### src/rtl/adler32_par.sv
// Adler-32 engine folding BYTE_NUM bytes per clock, seedable, partial last beat.
// Latency: beat accepted at edge T -> dat_o/val_o (and done_o on last) in T+1.
// Backpressure: rdy_o high only while a stream is active; no stall inside a stream.
//
// Ports:
//   clk, rstn         clock, asynchronous active-low reset
//   start_i, seed_i   (re)start a checksum from {s2,s1} = seed_i
//   val_i, rdy_o      beat handshake
//   dat_i             BYTE_NUM bytes, byte 0 in the MSBs
//   lst_i, cnt_i      last beat marker, valid byte count on the last beat
//   val_o, done_o     beat-updated pulse, final-checksum pulse
//   dat_o             registered {s2, s1}
module adler32_par #(
    parameter int BYTE_NUM = 4,
    parameter int CNT_WD   = $clog2(BYTE_NUM) + 1
) (
    input  logic                  clk,
    input  logic                  rstn,
    input  logic                  start_i,
    input  logic [31:0]           seed_i,
    input  logic                  val_i,
    output logic                  rdy_o,
    input  logic [8*BYTE_NUM-1:0] dat_i,
    input  logic                  lst_i,
    input  logic [CNT_WD-1:0]     cnt_i,
    output logic                  val_o,
    output logic                  done_o,
    output logic [31:0]           dat_o
);

    localparam logic [CNT_WD-1:0] BN_C = CNT_WD'(BYTE_NUM);

    typedef enum logic {
        IDLE = 1'b0,
        ACTV = 1'b1
    } state_t;

    state_t            r_state;
    state_t            w_state_nxt;
    logic [15:0]       r_s1;
    logic [15:0]       r_s2;
    logic              r_val;
    logic              r_done;

    logic              w_rdy;
    logic              w_acc;
    logic [CNT_WD-1:0] w_k;
    logic [19:0]       w_byte;
    logic [19:0]       w_dsum;
    logic [19:0]       w_wsum;
    logic [16:0]       w_sum1;
    logic [19:0]       w_sum2;
    logic [15:0]       w_s1_nxt;
    logic [15:0]       w_s2_nxt;

    // A seed half may lie anywhere in 0..65535; one subtract brings it into range.
    function automatic logic [15:0] seed_red(input logic [15:0] x);
        return (x >= 16'd65521) ? 16'(x - 16'd65521) : x;
    endfunction

    // FSM next state and ready. A start always wins over a same-cycle beat.
    always_comb begin
        w_state_nxt = r_state;
        w_rdy       = 1'b0;
        case (r_state)
            IDLE: begin
                if (start_i) w_state_nxt = ACTV;
            end
            ACTV: begin
                w_rdy = 1'b1;
                if (!start_i && val_i && lst_i) w_state_nxt = IDLE;
            end
            default: w_state_nxt = IDLE;
        endcase
    end

    assign rdy_o = w_rdy;
    assign w_acc = val_i && w_rdy && !start_i;

    // Active byte count: full beat unless last, where cnt_i is clamped to BYTE_NUM.
    always_comb begin
        w_k = BN_C;
        if (lst_i) w_k = (cnt_i > BN_C) ? BN_C : cnt_i;
    end

    // Unrolled Adler recurrence: byte i is summed into s2 (k-i) times.
    always_comb begin
        w_byte = '0;
        w_dsum = '0;
        w_wsum = '0;
        for (int i = 0; i < BYTE_NUM; i++) begin
            w_byte = {12'd0, dat_i[8*(BYTE_NUM-i)-1 -: 8]};
            if (20'(i) < 20'(w_k)) begin
                w_dsum = w_dsum + w_byte;
                w_wsum = w_wsum + (20'(w_k) - 20'(i)) * w_byte;
            end
        end
        w_sum1 = 17'(w_dsum) + {1'b0, r_s1};
        w_sum2 = w_wsum + {4'd0, r_s2} + 20'(w_k) * {4'd0, r_s1};
    end

    // Modular reduction without a divider: s1 needs one subtract, s2 picks the
    // largest multiple of 65521 not above the sum (at most BYTE_NUM+1 of them).
    always_comb begin
        w_s1_nxt = (w_sum1 >= 17'd65521) ? 16'(w_sum1 - 17'd65521) : w_sum1[15:0];
        w_s2_nxt = w_sum2[15:0];
        for (int j = 1; j <= BYTE_NUM + 1; j++) begin
            if (w_sum2 >= 20'(j * 65521)) w_s2_nxt = 16'(w_sum2 - 20'(j * 65521));
        end
    end

    always_ff @(posedge clk or negedge rstn) begin
        if (!rstn) begin
            r_state <= IDLE;
        end else begin
            r_state <= w_state_nxt;
        end
    end

    always_ff @(posedge clk or negedge rstn) begin
        if (!rstn) begin
            r_s1   <= '0;
            r_s2   <= '0;
            r_val  <= 1'b0;
            r_done <= 1'b0;
        end else if (start_i) begin
            r_s1   <= seed_red(seed_i[15:0]);
            r_s2   <= seed_red(seed_i[31:16]);
            r_val  <= 1'b0;
            r_done <= 1'b0;
        end else if (w_acc) begin
            r_s1   <= w_s1_nxt;
            r_s2   <= w_s2_nxt;
            r_val  <= 1'b1;
            r_done <= lst_i;
        end else begin
            r_val  <= 1'b0;
            r_done <= 1'b0;
        end
    end

    assign val_o  = r_val;
    assign done_o = r_done;
    assign dat_o  = {r_s2, r_s1};

endmodule

### config.mk
export PLATFORM = sky130hd
export DESIGN_NAME = adler32_par
export DESIGN_NICKNAME = d
export VERILOG_FILES = /design/src/rtl/adler32_par.sv
export SDC_FILE = /design/constraint.sdc
export NUM_CORES = 1
export LEC_CHECK = 0
export CORE_ASPECT_RATIO = 0.5
export CORE_UTILIZATION = 40
export CTS_CLUSTER_DIAMETER = 60
export DETAILED_ROUTE_END_ITERATION = 8
export SYNTH_ARGS = -nofsm -noshare
export SYNTH_HDL_FRONTEND = slang
export SYNTH_SLANG_ARGS = --single-unit
### constraint.sdc
create_clock -name clk -period 5.4 [get_ports clk]
set_input_delay 1.08 -clock clk [delete_from_list [all_inputs] [get_ports clk]]
set_output_delay 1.08 -clock clk [all_outputs]
set_load 0.05 [all_outputs]
==> key figures <==
Outcome
  – Status: complete, but fails checks
  – Failing checks: negative setup slack

Yosys
  – Area share of the largest cell type after synthesis: 0.193
  – Syn Inst Count: 1,890
  – Synthesized flop and latch total: 35
  – Sequential-to-total area share from yosys stat: 0.0617
  – Asr flop ratio synth: 1.00
  – Area contributors post-synth: ha_1, fa_1, dfrtp_1, nand2_1, xnor2_1
  – Syn_nets: 2,280
  – Largest area contributor in the netlist: ha_1
  – Yosys cell types: 89
  – Post-synth EDFFs: 0
  – Syn Area/Cell: 7.51 sq um
  – Top_reg_cell synth: dfrtp_1
  – Warnings from Yosys: 0
  – Mapped cell area: 14,200 sq um

STA
  – Final worst path period share: 2.21
  – Clk_skew: 0.0138 ns
  – Max-Slew Margin vs Limit: 0.164
  – Final setup margin: -6.51 ns
  – Worst-margin pin slew: 1.25 ns
  – Final critical path time including I/O delays and setup: 11.91 ns
  – Fmax: 0.0840 GHz
  – Slew Limit Fails: 0
  – Final Hold Vio Count: 0
  – # setup viols final: 32
  – RSZ-0062 raised after global routing: yes
  – Minimum hold slack: 0.529 ns

Global routing
  – Antenna violations before repair: 0
  – Largest net degree at the start of global routing: 50
  – Grt ovf: 0
  – First-pass GRT wire length: 77.6 mm
  – Vias in the first global route: 15,201
  – Total GRT Usage: 0.268

Clock tree
  – TritonCTS clock tree: yes
  – TritonCTS buffer count: 5
  – Clock-pin slew on the worst setup and hold paths: 0.07 ns
  – Htree depth: 2
  – Total clock sinks: 35
  – Clock Root Buffer: clkbuf_16
  – Deepest clock path buffer count: 2
  – Clk Latency, worst-skew pair: 0.29 ns

Placement
  – DP HPWL: 40.7 mm
  – Dpl cells: 2,943
  – Routability Congestion: 0.917
  – Cell Area, Placed: 19,900 sq um
  – Port bufs: 106

Detailed routing
  – Initial DRC count: 1,046
  – Post-DR wirelength/cell: 16.6 microns
  – Pre-antenna DRT Iters: 7
  – Routed Antenna Nets: 0
  – Drc violations: 0
  – Vias/cell: 5.32
  – Via count: 15,975
  – WL final: 49.7 mm

Floorplanning
  – Rows: 48
  – DIE HEIGHT: 135 microns
  – Chip width: 268 microns
  – Core Footprint: 34,700 sq um
  – Top-level I/O count: 107
  – DIE AREA: 36,300 sq um
  – Initial Util: 0.409

Layout
  – End-of-flow core utilization: 0.617
  – Layout cell share with drive strength beyond 1: 0.317
  – Commonest non-fill, non-tap cell in the layout: buf_4
  – Nets: 2,916
  – Post-Layout Cell Count: 3,002
  – Final instance area: 21,400 sq um
  – Area delta synth->final: 51.0%
  – ANT cells: 0
  – Commonest non-fill, non-tap cells in the layout: buf_4, nand2_1, inv_1

Worst setup path
  – Cell mode on critical path: buf_4
  – Crit path max fanout: 5
  – Worst path max stage delay: 0.56 ns
  – Crit path DAT: 12.07 ns
  – Worst Path Required: 5.56 ns
  – Slowest-stage cell, CP: fa_2
  – Worst Path Class, Setup: in -> reg
  – Crit path launch type: primary input
  – Nature of the critical path endpoint: flop

Flow run
  – Max-cap violations: 0

Hold path
  – Hold Path Class: reg -> reg
## state kept, by name, indices dropped and copies added, names as in the netlist
register  flops
r_state       1
done_o        1
r_s2         16
r_s1         16
val_o         1
## worst max-delay path: cells and delay by family
| family | cells | cell delay (ns) |
|---|---|---|
| fa+ha+maj | 11 | 3.97 |
| buf+inv | 11 | 1.30 |
| compound gates | 19 | 3.52 |
| simple gates | 13 | 1.69 |
| xor+xnor | 3 | 0.43 |
## metrics by stage
stage | worst slack (ns) | setup TNS [ns]
5_1_grt | -7.12 | -165.39
6_report | -6.51 | -149.85
4_1_cts | -6.25 | -144.79
2_1_floorplan | -6.56 | -141.34
3_5_place_dp | -7.40 | -178.09
3_3_place_gp | -7.20 | -174.31
## layer usage
| metal | vias up | track usage | routed length (microns) |
|---|---|---|---|
| li1 | 7865 | - | - |
| met1 | 7615 | 0.383 | 23700 |
| met2 | 426 | 0.429 | 22100 |
| met3 | 69 | 0.0362 | 2920 |
| met4 | 0 | 0.0559 | 1040 |
| met5 | - | 0 | 0 |
## Yosys cell counts (13+ instances only)
cell type / n
o21ai_1: 13
and2_1: 60
ha_1: 219
nor2b_1: 19
inv_1: 205
a211oi_1: 16
fa_1: 99
o211ai_1: 19
xnor2_1: 91
clkbuf_1: 40
o21bai_1: 25
nand3_1: 41
and3_1: 33
nand2b_1: 25
nor2_1: 133
o21ai_0: 96
a31oi_1: 16
a21o_1: 41
dfrtp_1: 35
nor3_1: 34
xor2_1: 38
a22oi_1: 17
a21oi_1: 153
nand2_1: 228
## cell type report
cell class | instances | area [sq um]
flip-flops and latches | 35 | 876
fillers | 3109 | 13300
inverters | 210 | 806
well taps | 475 | 594
clock buffers | 5 | 125
multi-input cells | 1596 | 13500
repair buffers | 678 | 5450
clock inverters | 3 | 47.5
## cell families after synthesis
| family | count (synthesis) | share of synthesized area |
|---|---|---|
| flip-flops | 35 | 0.0617 |
| AND/OR/NAND/NOR | 624 | 0.208 |
| AO/OA/AOI/OAI | 507 | 0.235 |
| adder cells (fa/ha/maj) | 318 | 0.333 |
| XOR/XNOR | 129 | 0.0796 |
| buffers and inverters | 259 | 0.0693 |
| multiplexers | 18 | 0.0133 |
## what timing repair did
item,CTS,global route
cloned,1,0
setup endpoints to repair,32,32
pin swaps,106,83
buffers inserted,36,15
gates resized for setup,142,76
hold buffers,0,0
## final timing paths
check | from | end | slack (ns) | depth (start not counted)
min reg2reg | r_state$_DFF_PN0_ | r_state$_DFF_PN0_ | 0.53 | 2
min in group asynchronous | rstn | r_s1[4]$_DFFE_PN0P_ | 0.92 | 1
min | r_state$_DFF_PN0_ | r_state$_DFF_PN0_ | 0.53 | 2
max in group asynchronous | rstn | val_o$_DFF_PN0_ | 3.94 | 1
max | cnt_i[2] | r_s2[8]$_DFFE_PN0P_ | -6.51 | 57
max reg2reg | r_s1[3]$_DFFE_PN0P_ | r_s2[8]$_DFFE_PN0P_ | -0.79 | 26
Power is not shown: default switching activity piles up to over one toggle a cycle in this logic, so the estimate is an artifact.
==> RTL edit: new RTL, same settings <==
The parameter `BYTE_NUM` goes from 4 to 8.
--- a/src/rtl/adler32_par.sv
+++ b/src/rtl/adler32_par.sv
@@ -11,7 +11,7 @@
 //   val_o, done_o     beat-updated pulse, final-checksum pulse
 //   dat_o             registered {s2, s1}
 module adler32_par #(
-    parameter int BYTE_NUM = 4,
+    parameter int BYTE_NUM = 8,
     parameter int CNT_WD   = $clog2(BYTE_NUM) + 1
 ) (
     input  logic                  clk,
Ports: changed (resized cnt_i and dat_i); port bits go from 107 to 140. The function was not compared with the original's and may differ.
==> RTL edit against the unedited design <==
The run still ends with negative setup slack left; global-route usage up 2.3 points; critical path depth increased by 25; sequential cell count is the same; count of clock-buffer cells in the layout up 2; sequential share of layout area is 2.0 points lower; setup slack lost 4900 ps; wire length increased by 120%; synthesized area is 100% higher; cell area increased by 96%; register-to-register slack got worse by 330 ps; largest cell class unchanged.
Power is left out: the tool's default activity adds up to more than one toggle a clock period on the data nets, which glitch-free logic cannot reach.
==> RTL edit: results (changes against the unedited design) <==
[run_status]
status = finished, violations left
violations = negative setup slack

[placed_design]
hpwl_um = 91200  ; +120%
dpl.cell_count = 5862  ; +99%
port_buffers = 139  ; +31%
place_congestion = 0.941  ; +2.6%

[critical_path]
timing.reg2reg.setup_slack_ps = -1120  ; -330 ps
worstSetupStartpoint = cnt_i[3]
r2r_start = r_s1[1]

[routing]
via_per_inst = 5.36  ; +0.64%
drt-wirelength-per-cell_um = 18.2  ; +9.9%
drtIter0Drc = 1743  ; +67%
wl_met1_um = 48800  ; +110%

[global_route]
grt_usage_pct = 29.1  ; +2.3 points
grt_max_degree = 64  ; +28%
first_global_vias = 32001  ; +110%
grt_pass1_wl_um = 169000  ; +120%

[timing]
setup_viol = 32  ; unchanged
skew_ps = 11.3  ; -2.50 ps
fin_ws_ps = -11370  ; -4860 ps

[layout]
drive_gt1_share_pct = 31.7  ; -0.061 points
instances_no_fill = 5956  ; +98%

[logic_synthesis]
synthTopCellsByCount = 472 x ha_1, 437 x inv_1, 346 x nand2_1
synthAdderAreaFrac_pct = 36.1  ; +2.8 points
netlist_instances = 3779  ; +100%
ys_seq_area_share_pct = 3.06  ; -3.1 points
synth.distinct_cells = 105  ; +18%

[RTL edit: changes by cell type in the layout (fill, tap and decap cells not counted), moves of 42 or more]
cell	change
buf_4	+597
ha_1	+228
inv_1	+226
nor2_1	+160
fa_1	+128
a21oi_1	+125
nand2_1	+117
xnor2_1	+94
o21ai_0	+72
xor2_1	+46
and3_1	+45
a21o_1	+44
nor2b_1	+42
[RTL edit: cell type report]
type                    instances  area (µm²)
multi-input cells            3204       27700
clock buffers                   7         133
repair buffers               1322       10400
well taps                     945        1180
flip-flops and latches         35         876
fillers                      6406       27900
inverters                     441        1690
diodes                          1        2.50
clock inverters                 1        5.00
[RTL edit: cell families after synthesis]
| family | Yosys count |
|---|---|
| other cells | 1 |
| fa+ha+maj | 694 |
| buf+inv | 541 |
| simple gates | 1220 |
| xor+xnor | 273 |
| flops | 35 |
| mux | 74 |
| compound gates | 941 |
[RTL edit: path summary, 6_finish.rpt]
check | end | cells past startpoint
max in group asynchronous | r_s2[9] | 1
worst min-delay path | r_state | 2
worst max register to register | r_s2[13] | 25
min in group asynchronous | r_s1[9] | 1
worst min register to register | r_state | 2
worst max-delay path | r_s2[13] | 82
[RTL edit: repair_timing]
action | CTS | global route
buffers inserted | 52 | 36
endpoints found under the setup margin | 32 | 32
gates resized for setup | 187 | 154
pin swaps | 115 | 136
[RTL edit: critical path: cells and delay by family]
family,cells,cell delay (ps)
adder cells (fa/ha/maj),16,5680
multiplexers,2,570
XOR/XNOR,10,1570
AO/OA/AOI/OAI,23,3640
AND/OR/NAND/NOR,18,3130
buffers and inverters,13,1150
[RTL edit: stage by stage]
step	instance area [µm²]	setup TNS [ps]	setup WS, ps	utilization, %	hold WS, ps
after floorplan	29400	-274370	-11350	-	759
after global placement	39700	-326340	-12630	56.8	502
after detailed placement	39700	-332340	-12800	56.8	506
after CTS	41100	-292300	-11260	58.7	521
after global routing	42000	-311400	-11910	60.1	549
final	42000	-292030	-11370	60.1	518
[RTL edit: metal layers]
metal  GRT usage, %  vias to the layer above
met3           2.40                      172
met1           38.8                    15354
li1               -                    15571
met4           7.29                        0
met5              0                        -
met2           50.8                      801
